## config.mk

```make
export PLATFORM = sky130hd
export DESIGN_NAME = crc_check
export DESIGN_NICKNAME = d
export VERILOG_FILES = /design/src/rtl/usb_pkg.sv /design/src/rtl/crc_shift.sv /design/src/rtl/crc_check.sv
export SDC_FILE = /design/constraint.sdc
export NUM_CORES = 1
export LEC_CHECK = 0
export BUFFER_PORTS_ARGS = -buffer_cell sky130_fd_sc_hd__buf_2
export CAP_MARGIN = 40
export CORE_MARGIN = 10
export CORE_UTILIZATION = 64
export CTS_CLUSTER_DIAMETER = 120
export DETAILED_ROUTE_END_ITERATION = 8
export MAX_ROUTING_LAYER = met4
export PLACE_DENSITY = 0.94
export REMOVE_ABC_BUFFERS = 1
export SYNTH_ARGS = -nofsm -noshare
export SYNTH_HDL_FRONTEND = slang
export SYNTH_SLANG_ARGS = --single-unit
```

## constraint.sdc

```tcl
create_clock -name clk -period 4.5 [get_ports clk]
set_clock_uncertainty 0.15 [all_clocks]
set_input_delay 0.45 -clock clk [delete_from_list [all_inputs] [get_ports clk]]
set_output_delay 0.45 -clock clk [all_outputs]
set_load 0.01 [all_outputs]
```

## src/rtl/usb_pkg.sv

```systemverilog
// Shared USB receive-side definitions: PID encodings, checker states,
// CRC seeds/residuals/tap masks and packet length limits.
package usb_pkg;

  typedef enum logic [3:0] {
    PID_OUT   = 4'b0001,
    PID_IN    = 4'b1001,
    PID_SOF   = 4'b0101,
    PID_SETUP = 4'b1101,
    PID_DATA0 = 4'b0011,
    PID_DATA1 = 4'b1011,
    PID_ACK   = 4'b0010,
    PID_NAK   = 4'b1010,
    PID_STALL = 4'b1110
  } pid_e;

  typedef enum logic [1:0] {
    PC_TOKEN = 2'd0,
    PC_DATA  = 2'd1,
    PC_HAND  = 2'd2,
    PC_BAD   = 2'd3
  } pid_class_e;

  typedef enum logic [2:0] {
    S_IDLE  = 3'd0,
    S_CRC5  = 3'd1,
    S_CRC16 = 3'd2,
    S_NOCRC = 3'd3,
    S_DONE  = 3'd4
  } state_e;

  localparam logic [4:0]  CRC5_SEED   = 5'h1F;
  localparam logic [4:0]  CRC5_RESID  = 5'b01100;
  localparam logic [4:0]  CRC5_TAPS   = 5'b00101;
  localparam logic [15:0] CRC16_SEED  = 16'hFFFF;
  localparam logic [15:0] CRC16_RESID = 16'h800D;
  localparam logic [15:0] CRC16_TAPS  = 16'h8005;

  localparam logic [10:0] CRC5_BITS      = 11'd16;
  localparam logic [10:0] CRC16_MIN_BITS = 11'd16;
  localparam logic [10:0] MAX_BITS       = 11'd1040;
  localparam logic [10:0] CNT_MAX        = 11'd2047;

  function automatic pid_class_e pid_class(input logic [3:0] pid);
    pid_class_e c;
    case (pid)
      PID_OUT, PID_IN, PID_SOF, PID_SETUP: c = PC_TOKEN;
      PID_DATA0, PID_DATA1:                c = PC_DATA;
      PID_ACK, PID_NAK, PID_STALL:         c = PC_HAND;
      default:                             c = PC_BAD;
    endcase
    return c;
  endfunction

endpackage

```

## src/rtl/crc_shift.sv

```systemverilog
// Bit-serial Galois LFSR: feedback = msb ^ din, shifted up and XORed into
// every bit set in TAPS. crc_nxt exposes the value after the current bit.
module crc_shift #(
  parameter int             W    = 5,
  parameter logic [W-1:0]   TAPS = {W{1'b0}}
) (
  input  logic         clk,
  input  logic         rst_b,
  input  logic [W-1:0] seed,
  input  logic         load,
  input  logic         shift_en,
  input  logic         din,
  output logic [W-1:0] crc_nxt
);

  logic [W-1:0] r_crc;
  logic         w_fb;
  logic [W-1:0] w_shifted;

  always_comb begin
    w_fb      = r_crc[W-1] ^ din;
    w_shifted = {r_crc[W-2:0], 1'b0} ^ (w_fb ? TAPS : {W{1'b0}});
    if (shift_en) begin
      crc_nxt = w_shifted;
    end else begin
      crc_nxt = r_crc;
    end
  end

  always_ff @(posedge clk) begin
    if (!rst_b) begin
      r_crc <= {W{1'b0}};
    end else if (load) begin
      r_crc <= seed;
    end else if (shift_en) begin
      r_crc <= w_shifted;
    end else begin
      r_crc <= r_crc;
    end
  end

endmodule

```

## src/rtl/crc_check.sv

```systemverilog
// USB packet CRC/length checker: classifies the PID on start, runs CRC5 or
// CRC16 over the field bits, and issues a one-cycle verdict after eop.
module crc_check
  import usb_pkg::*;
(
  input  logic       clk,
  input  logic       rst_b,
  input  logic       start,
  input  logic [3:0] pktType,
  input  logic       bit_valid,
  input  logic       bstr,
  input  logic       eop,
  output logic       busy,
  output logic       done,
  output logic       crc_ok,
  output logic       crc_err,
  output logic       len_err,
  output logic       pid_err
);

  state_e      r_state, w_state_nxt;
  logic [10:0] r_cnt, w_cnt_nxt;
  logic        r_busy, r_done, r_ok, r_err, r_len, r_pid;
  logic        w_ok_nxt, w_err_nxt, w_len_nxt, w_pid_nxt;
  logic        w_busy, w_shift5, w_shift16, w_len16_ok;
  logic [4:0]  w_crc5_nxt;
  logic [15:0] w_crc16_nxt;

  assign w_busy    = (r_state == S_CRC5) || (r_state == S_CRC16) || (r_state == S_NOCRC);
  assign w_shift5  = !start && bit_valid && (r_state == S_CRC5);
  assign w_shift16 = !start && bit_valid && (r_state == S_CRC16);

  crc_shift #(.W(5), .TAPS(CRC5_TAPS)) u_crc5 (
    .clk      (clk),
    .rst_b    (rst_b),
    .seed     (CRC5_SEED),
    .load     (start),
    .shift_en (w_shift5),
    .din      (bstr),
    .crc_nxt  (w_crc5_nxt)
  );

  crc_shift #(.W(16), .TAPS(CRC16_TAPS)) u_crc16 (
    .clk      (clk),
    .rst_b    (rst_b),
    .seed     (CRC16_SEED),
    .load     (start),
    .shift_en (w_shift16),
    .din      (bstr),
    .crc_nxt  (w_crc16_nxt)
  );

  // Bit count including a bit that arrives together with eop, so the verdict sees it.
  always_comb begin
    if (start) begin
      w_cnt_nxt = 11'd0;
    end else if (w_busy && bit_valid) begin
      w_cnt_nxt = (r_cnt == CNT_MAX) ? r_cnt : (r_cnt + 11'd1);
    end else begin
      w_cnt_nxt = r_cnt;
    end
    w_len16_ok = (w_cnt_nxt[2:0] == 3'd0) && (w_cnt_nxt >= CRC16_MIN_BITS) &&
                 (w_cnt_nxt <= MAX_BITS);
  end

  // Next state and verdict; start overrides eop and everything else.
  always_comb begin
    w_state_nxt = r_state;
    w_ok_nxt    = r_ok;
    w_err_nxt   = r_err;
    w_len_nxt   = r_len;
    w_pid_nxt   = r_pid;
    if (start) begin
      w_ok_nxt  = 1'b0;
      w_err_nxt = 1'b0;
      w_len_nxt = 1'b0;
      w_pid_nxt = 1'b0;
      case (pid_class(pktType))
        PC_TOKEN: w_state_nxt = S_CRC5;
        PC_DATA:  w_state_nxt = S_CRC16;
        PC_HAND:  w_state_nxt = S_NOCRC;
        default: begin
          w_state_nxt = S_DONE;
          w_pid_nxt   = 1'b1;
        end
      endcase
    end else begin
      case (r_state)
        S_IDLE: w_state_nxt = S_IDLE;
        S_CRC5: begin
          if (eop) begin
            w_state_nxt = S_DONE;
            if (w_cnt_nxt != CRC5_BITS) begin
              w_len_nxt = 1'b1;
            end else if (w_crc5_nxt == CRC5_RESID) begin
              w_ok_nxt = 1'b1;
            end else begin
              w_err_nxt = 1'b1;
            end
          end else begin
            w_state_nxt = S_CRC5;
          end
        end
        S_CRC16: begin
          if (eop) begin
            w_state_nxt = S_DONE;
            if (!w_len16_ok) begin
              w_len_nxt = 1'b1;
            end else if (w_crc16_nxt == CRC16_RESID) begin
              w_ok_nxt = 1'b1;
            end else begin
              w_err_nxt = 1'b1;
            end
          end else begin
            w_state_nxt = S_CRC16;
          end
        end
        S_NOCRC: begin
          if (eop) begin
            w_state_nxt = S_DONE;
            if (w_cnt_nxt != 11'd0) begin
              w_len_nxt = 1'b1;
            end else begin
              w_ok_nxt = 1'b1;
            end
          end else begin
            w_state_nxt = S_NOCRC;
          end
        end
        S_DONE:  w_state_nxt = S_IDLE;
        default: w_state_nxt = S_IDLE;
      endcase
    end
  end

  // State, count and registered outputs; busy/done are decoded from the next state.
  always_ff @(posedge clk) begin
    if (!rst_b) begin
      r_state <= S_IDLE;
      r_cnt   <= 11'd0;
      r_busy  <= 1'b0;
      r_done  <= 1'b0;
      r_ok    <= 1'b0;
      r_err   <= 1'b0;
      r_len   <= 1'b0;
      r_pid   <= 1'b0;
    end else begin
      r_state <= w_state_nxt;
      r_cnt   <= w_cnt_nxt;
      r_busy  <= (w_state_nxt == S_CRC5) || (w_state_nxt == S_CRC16) ||
                 (w_state_nxt == S_NOCRC);
      r_done  <= (w_state_nxt == S_DONE);
      r_ok    <= w_ok_nxt;
      r_err   <= w_err_nxt;
      r_len   <= w_len_nxt;
      r_pid   <= w_pid_nxt;
    end
  end

  assign busy    = r_busy;
  assign done    = r_done;
  assign crc_ok  = r_ok;
  assign crc_err = r_err;
  assign len_err = r_len;
  assign pid_err = r_pid;

endmodule

```

==> Yosys cells after proc, flatten, opt, wreduce, memory -nomap -nowiden <==
Memory sizes are Yosys's and may differ from the RTL's.
Index checks and enable logic that the tools add are counted.
{ "op_classes": {"add_sub_neg": 1, "order_cmp": 2, "eq_ne": 26, "muxes": 40, "bitwise_logic": 5, "reduce_logical": 21} }
{ "op_table": {"columns": ["cell", "count"], "rows": [
  ["16-bit two-way mux", 3],
  ["11-bit two-way mux", 3],
  ["1-bit two-way mux", 21],
  ["2-bit inequality test, second input constant", 9],
  ["3-bit case mux with 3 select lines", 2],
  ["16-bit == test, second input constant", 1],
  ["16-bit XOR", 1],
  ["3-bit two-way mux", 5],
  ["7-bit AND reduction", 2],
  ["3-bit by 2-bit == test with 1-bit output, second input constant", 4],
  ["11-bit by 1-bit adder with 11-bit output, second input constant", 1],
  ["11-bit == test, second input constant", 1],
  ["11-bit by 5-bit greater-or-equal comparator with 1-bit output, second input constant", 1],
  ["11-bit <= comparator, second input constant", 1],
  ["11-bit by 5-bit inequality test with 1-bit output, second input constant", 1],
  ["11-bit nonzero test", 1],
  ["5-bit two-way mux", 2],
  ["9-bit AND reduction", 1],
  ["2-bit by 1-bit inequality test with 1-bit output, second input constant", 4],
  ["3-bit by 1-bit == test with 1-bit output, second input constant", 2],
  ["1-bit logical AND", 6],
  ["1-bit case mux with 3 select lines", 2],
  ["5-bit by 4-bit == test with 1-bit output, second input constant", 1],
  ["5-bit XOR", 1],
  ["other kinds (15)", 19]
]} }
{ "word_totals": {"ff_bits": 41, "rom_bits": 32, "input_bits": 10, "out_inout_bits": 6, "wordCells": 106, "memories": 1} }
{ "memory_table": {"columns": ["memory", "depth", "width", "rd", "rd_ports_with_merged_regs", "wr", "line", "source"], "rows": [
  ["(name not given)", 16, 2, 1, 0, 0, "usb_pkg.sv:46", "case (pid)"]
]} }

==> Depth between registers and ports, before layout <==
{ "logic_depth": {"depth_word": 12, "ltp_mapped": 9, "depth_no_buf": 9} }

==> Hierarchy <==
Synthesis repeated with hierarchy kept, for this count alone.
{ "unflattened": {"cells_unflattened": 292, "area_unflattened_um2": 2583.7} }
{ "modules_own_cells": {"columns": ["module", "instances", "cells_per_inst", "area_each_um2", "seq_area_each_um2"], "rows": [
  ["crc_check", 1, 170, 1423.9, 400.4],
  ["crc_shift at u_crc16", 1, 95, 890.9, 320.3],
  ["crc_shift at u_crc5", 1, 27, 269.0, 100.1]
]} }

==> Least setup slack after synthesis <==
No wires, ideal clock.
{ "synth_path": {"path_type": "register -> register", "start": "reg r_cnt[0]", "end": "reg r_ok (netlist: crc_ok)", "setup_ns": 0.096, "t_arrival_ns": 2.370, "t_required_ns": 4.254, "setup_slack_ns": 1.884, "stages_incl_launch_ff": 9, "n_path_buf": 0, "synth_period_minus_slack_ns": 2.616, "cell_sequence": "dfxtp_1 > ha_1 > inv_1 > nor4_4 > o211ai_1 > a31oi_2 > nand4_1 > a211o_1 > o41ai_2"} }
{ "synth_between": {"elab_chain_len": 9, "word_cells_on_any_way": 16, "cone_classes": "add/sub (1); order compare (2); eq/ne (5); mux (3); reduce/logical (5)"} }
{ "synth_rtl": {"columns": ["item", "line", "source"], "rows": [
  ["from (decl)", "crc_check.sv:22", "logic [10:0] r_cnt, w_cnt_nxt;"],
  ["from (signal assigned)", "crc_check.sv:149", "r_cnt <= w_cnt_nxt;"],
  ["11-bit by 1-bit adder with 11-bit output or 11-bit == test (tied branches)", "crc_check.sv:58", "w_cnt_nxt = (r_cnt == CNT_MAX) ? r_cnt : (r_cnt + 11'd1);"],
  ["11-bit two-way mux", "crc_check.sv:58", null],
  ["11-bit two-way mux (*)", "crc_check.sv:57", "end else if (w_busy && bit_valid) begin"],
  ["11-bit two-way mux (*)", "crc_check.sv:55", "if (start) begin"],
  ["11-bit by 5-bit greater-or-equal comparator with 1-bit output or 3-bit logical NOT (tied branches)", "crc_check.sv:62", "w_len16_ok = (w_cnt_nxt[2:0] == 3'd0) && (w_cnt_nxt >= CRC16_MIN_BITS) &&"],
  ["1-bit logical AND (2 in a row)", "crc_check.sv:62", null],
  ["2-bit inequality test (no line)", null, null],
  ["9-bit AND reduction (no line) (*)", null, null],
  ["to (signal assigned)", "crc_check.sv:153", "r_ok <= w_ok_nxt;"],
  ["to (decl)", "crc_check.sv:23", "logic r_busy, r_done, r_ok, r_err, r_len, r_pid;"]
]} }
Mark *: on every way between the ends. The rest lies on a longest branch, timed or not.
A chain may end at the register's enable or synchronous reset.

==> Worst setup path after layout <==
Same ends and word-level chain as after synthesis.

==> results.toml <==
[outcome]
outcome = "completed"

[placement]
io_buffers = 15
placedCellCount = 313
gp_congestion = 0.895
hpwl_mm = 3.64
pre_cts_slack_ns = 1.60

[min_path]
hold_class = "input pin to flip-flop"

[synthesis]
ys_seq_area_share_pct = 35.4
synth_cell_type_count = 58
synthFlopType = "dfxtp_1"
avgSynthCellArea_um2 = 8.71
synth_cells = 266
synth_edf_count = 0
ys_warn_count = 0
synth-seq-cells = 41
synthArstFlopShare_pct = 0
syn_area_mm2 = 0.00232

[sta]
drv_slew = 0
final-setup-viol-count = 0
whs_ns = 0.270
maxClockFrequency_mhz = 339
fin_tns_setup_ns = 0
rsz0062_at_grt = "no"
hold_viol_final = 0
timing.final.ws_setup_ns = 1.55
period_minus_slack_ns = 2.95
fin_crit_sh_pct = 65.5
worst_pin_slew_ns = 0.854
relSlewSlack_pct = 43.0

[setup_path]
cp-end-kind = "flip-flop"
cp_max_fo = 7
cp-start-kind = "flip-flop"
path_class = "flip-flop to flip-flop"
cp.arrival_ns = 3.09
cp.required_ns = 4.64

[grt]
busiest_layer = "met2"
met3_usage_pct = 4.45
first_global_vias = 1902
met2_usage_pct = 27.0
grt_pass1_wl_mm = 8.61
grt_max_degree = 30
antenna_found_initial = 0
grt_use_met1_pct = 19.3
track_usage_pct = 16.7
overflow = 0

[clock_tree]
post_cts_buffers = 0
cts.repair.resized = 0
clk_latency_ns = 0.38
clockBufferDepth = 2
clk_pin_slew_ns = 0.13
tritoncts = "built"
htree_levels = 2
cts-root-buf = "clkbuf_4"
ctsHoldBuffers = 0
cts.sinks = 41
cts_buffers = 5

[power_and_ir_drop]
power_density_mw_per_mm2 = 291
ir_worst_vdd_v = 0.000178
p_leak_nw = 0.974
total_power_w = 0.000707

[cells_and_area]
diodes = 0
fill_cells = 267
area_delta_synth_final_pct = 4.64
nets = 287
drive_gt1_share_pct = 15.3
finalNonFillerCells = 321

[floorplan]
start_util_pct = 67.8
die_height_um = 80.2
dieArea_mm2 = 0.00643
num_io_pins = 16
dieWidth_um = 80.2
rows = 21
coreArea_mm2 = 0.00342

[route]
viasPerCell = 6.35
vias = 2038
drt_iter0_drc = 164
drtPass1Iterations = 6
ant_nets = 0
drc = 0
wire_per_inst_um = 15.8
wirelength_mm = 5.08

[run]
drv_cap = 0
==> cells in the mapped netlist (4+ instances only) <==
cell	instances	area share, %
a211oi_1	4	1.3
a21oi_1	31	6.7
a31oi_1	5	1.3
clkbuf_1	8	1.3
dfxtp_1	41	35
inv_1	7	1.1
mux2i_1	18	7.8
nand2_1	19	3.1
nand3_1	7	1.5
nand4_1	6	1.6
nor2_1	26	4.2
nor3_1	5	1.1
nor4_1	7	1.9
nor4b_1	4	1.5
o21ai_0	6	1.3
xnor2_1	9	3.4
xor2_1	5	1.9
==> per-layer routing <==
layer	vias up	part of all wire (%)
li1	1011	-
met1	927	44
met2	87	48
met3	13	6.4
met4	0	1.9
met5	-	0
==> flip-flops by register name, summed over array words and instances (netlist names) <==
name           flops
r_cnt             11
r_state            3
pid_err            1
done               1
crc_ok             1
busy               1
len_err            1
u_crc16.r_crc     16
crc_err            1
u_crc5.r_crc       5
==> area by class of cell <==
cell class              count  area [µm²]  share of cell area, %
clock buffers               6        51.3                   2.12
clock inverters             2        13.8                  0.568
inverters                   8        30.0                   1.24
multi-input cells         202        1370                   56.4
flip-flops and latches     41         821                   33.8
well taps                  46        57.6                   2.37
repair buffers             16        82.6                   3.41
==> path summary, 6_finish.rpt <==
path | slack, ns | to | cells after the start | start
max | 1.55 | crc_ok | 8 | r_cnt[0]
min | 0.27 | r_state[2] | 3 | eop
max reg2reg | 1.55 | crc_ok | 8 | r_cnt[0]
min reg2reg | 0.32 | len_err | 2 | len_err
==> cell usage in the layout (no fill, tap or decap), types with 3 or more instances in the layout <==
cell type,count
a211oi_1,4
nand4_1,6
nor4b_1,4
xor2_1,5
nor4_1,7
xnor2_1,9
nand2_1,19
ha_1,3
nor2b_1,3
a31oi_1,5
nor3b_1,3
a21oi_1,31
buf_2,15
o31ai_1,3
inv_1,7
nand3_1,7
nor3_1,5
nor2_1,26
clkbuf_4,5
o21ai_0,6
dfxtp_1,41
mux2i_1,18
==> report_power, final <==
| group | switching (W) | internal, W |
|---|---|---|
| logic | 0.0000586 | 0.0000419 |
| clock network | 0.000129 | 0.0000762 |
| registers | 0.0000185 | 0.000382 |
| total | 0.000206 | 0.000500 |
==> cells by family after synthesis <==
group                    share of synthesized area (%)
flip-flops                                        35.4
XOR/XNOR                                          5.29
AO/OA/AOI/OAI                                     22.4
buffers and inverters                             5.51
AND/OR/NAND/NOR                                   22.0
multiplexers                                      7.78
adder cells (fa/ha/maj)                           1.62
==> critical path, stage by stage, from the launching register on <==
cell and delay (ns):
dfxtp_1 0.46, ha_1 0.33, inv_1 0.13, nor4_4 0.40
o211ai_1 0.21, a31oi_2 0.39, nand4_1 0.18, a211o_1 0.33
o41ai_2 0.30
==> per-stage QoR <==
step	instance area [µm²]	utilization (%)
6_report	2420	71.0
3_5_place_dp	2360	69.1
3_3_place_gp	2360	69.1
2_1_floorplan	2220	-
4_1_cts	2420	71.0
5_1_grt	2420	71.0
No activity file was read; power rests on OpenSTA's default activity.
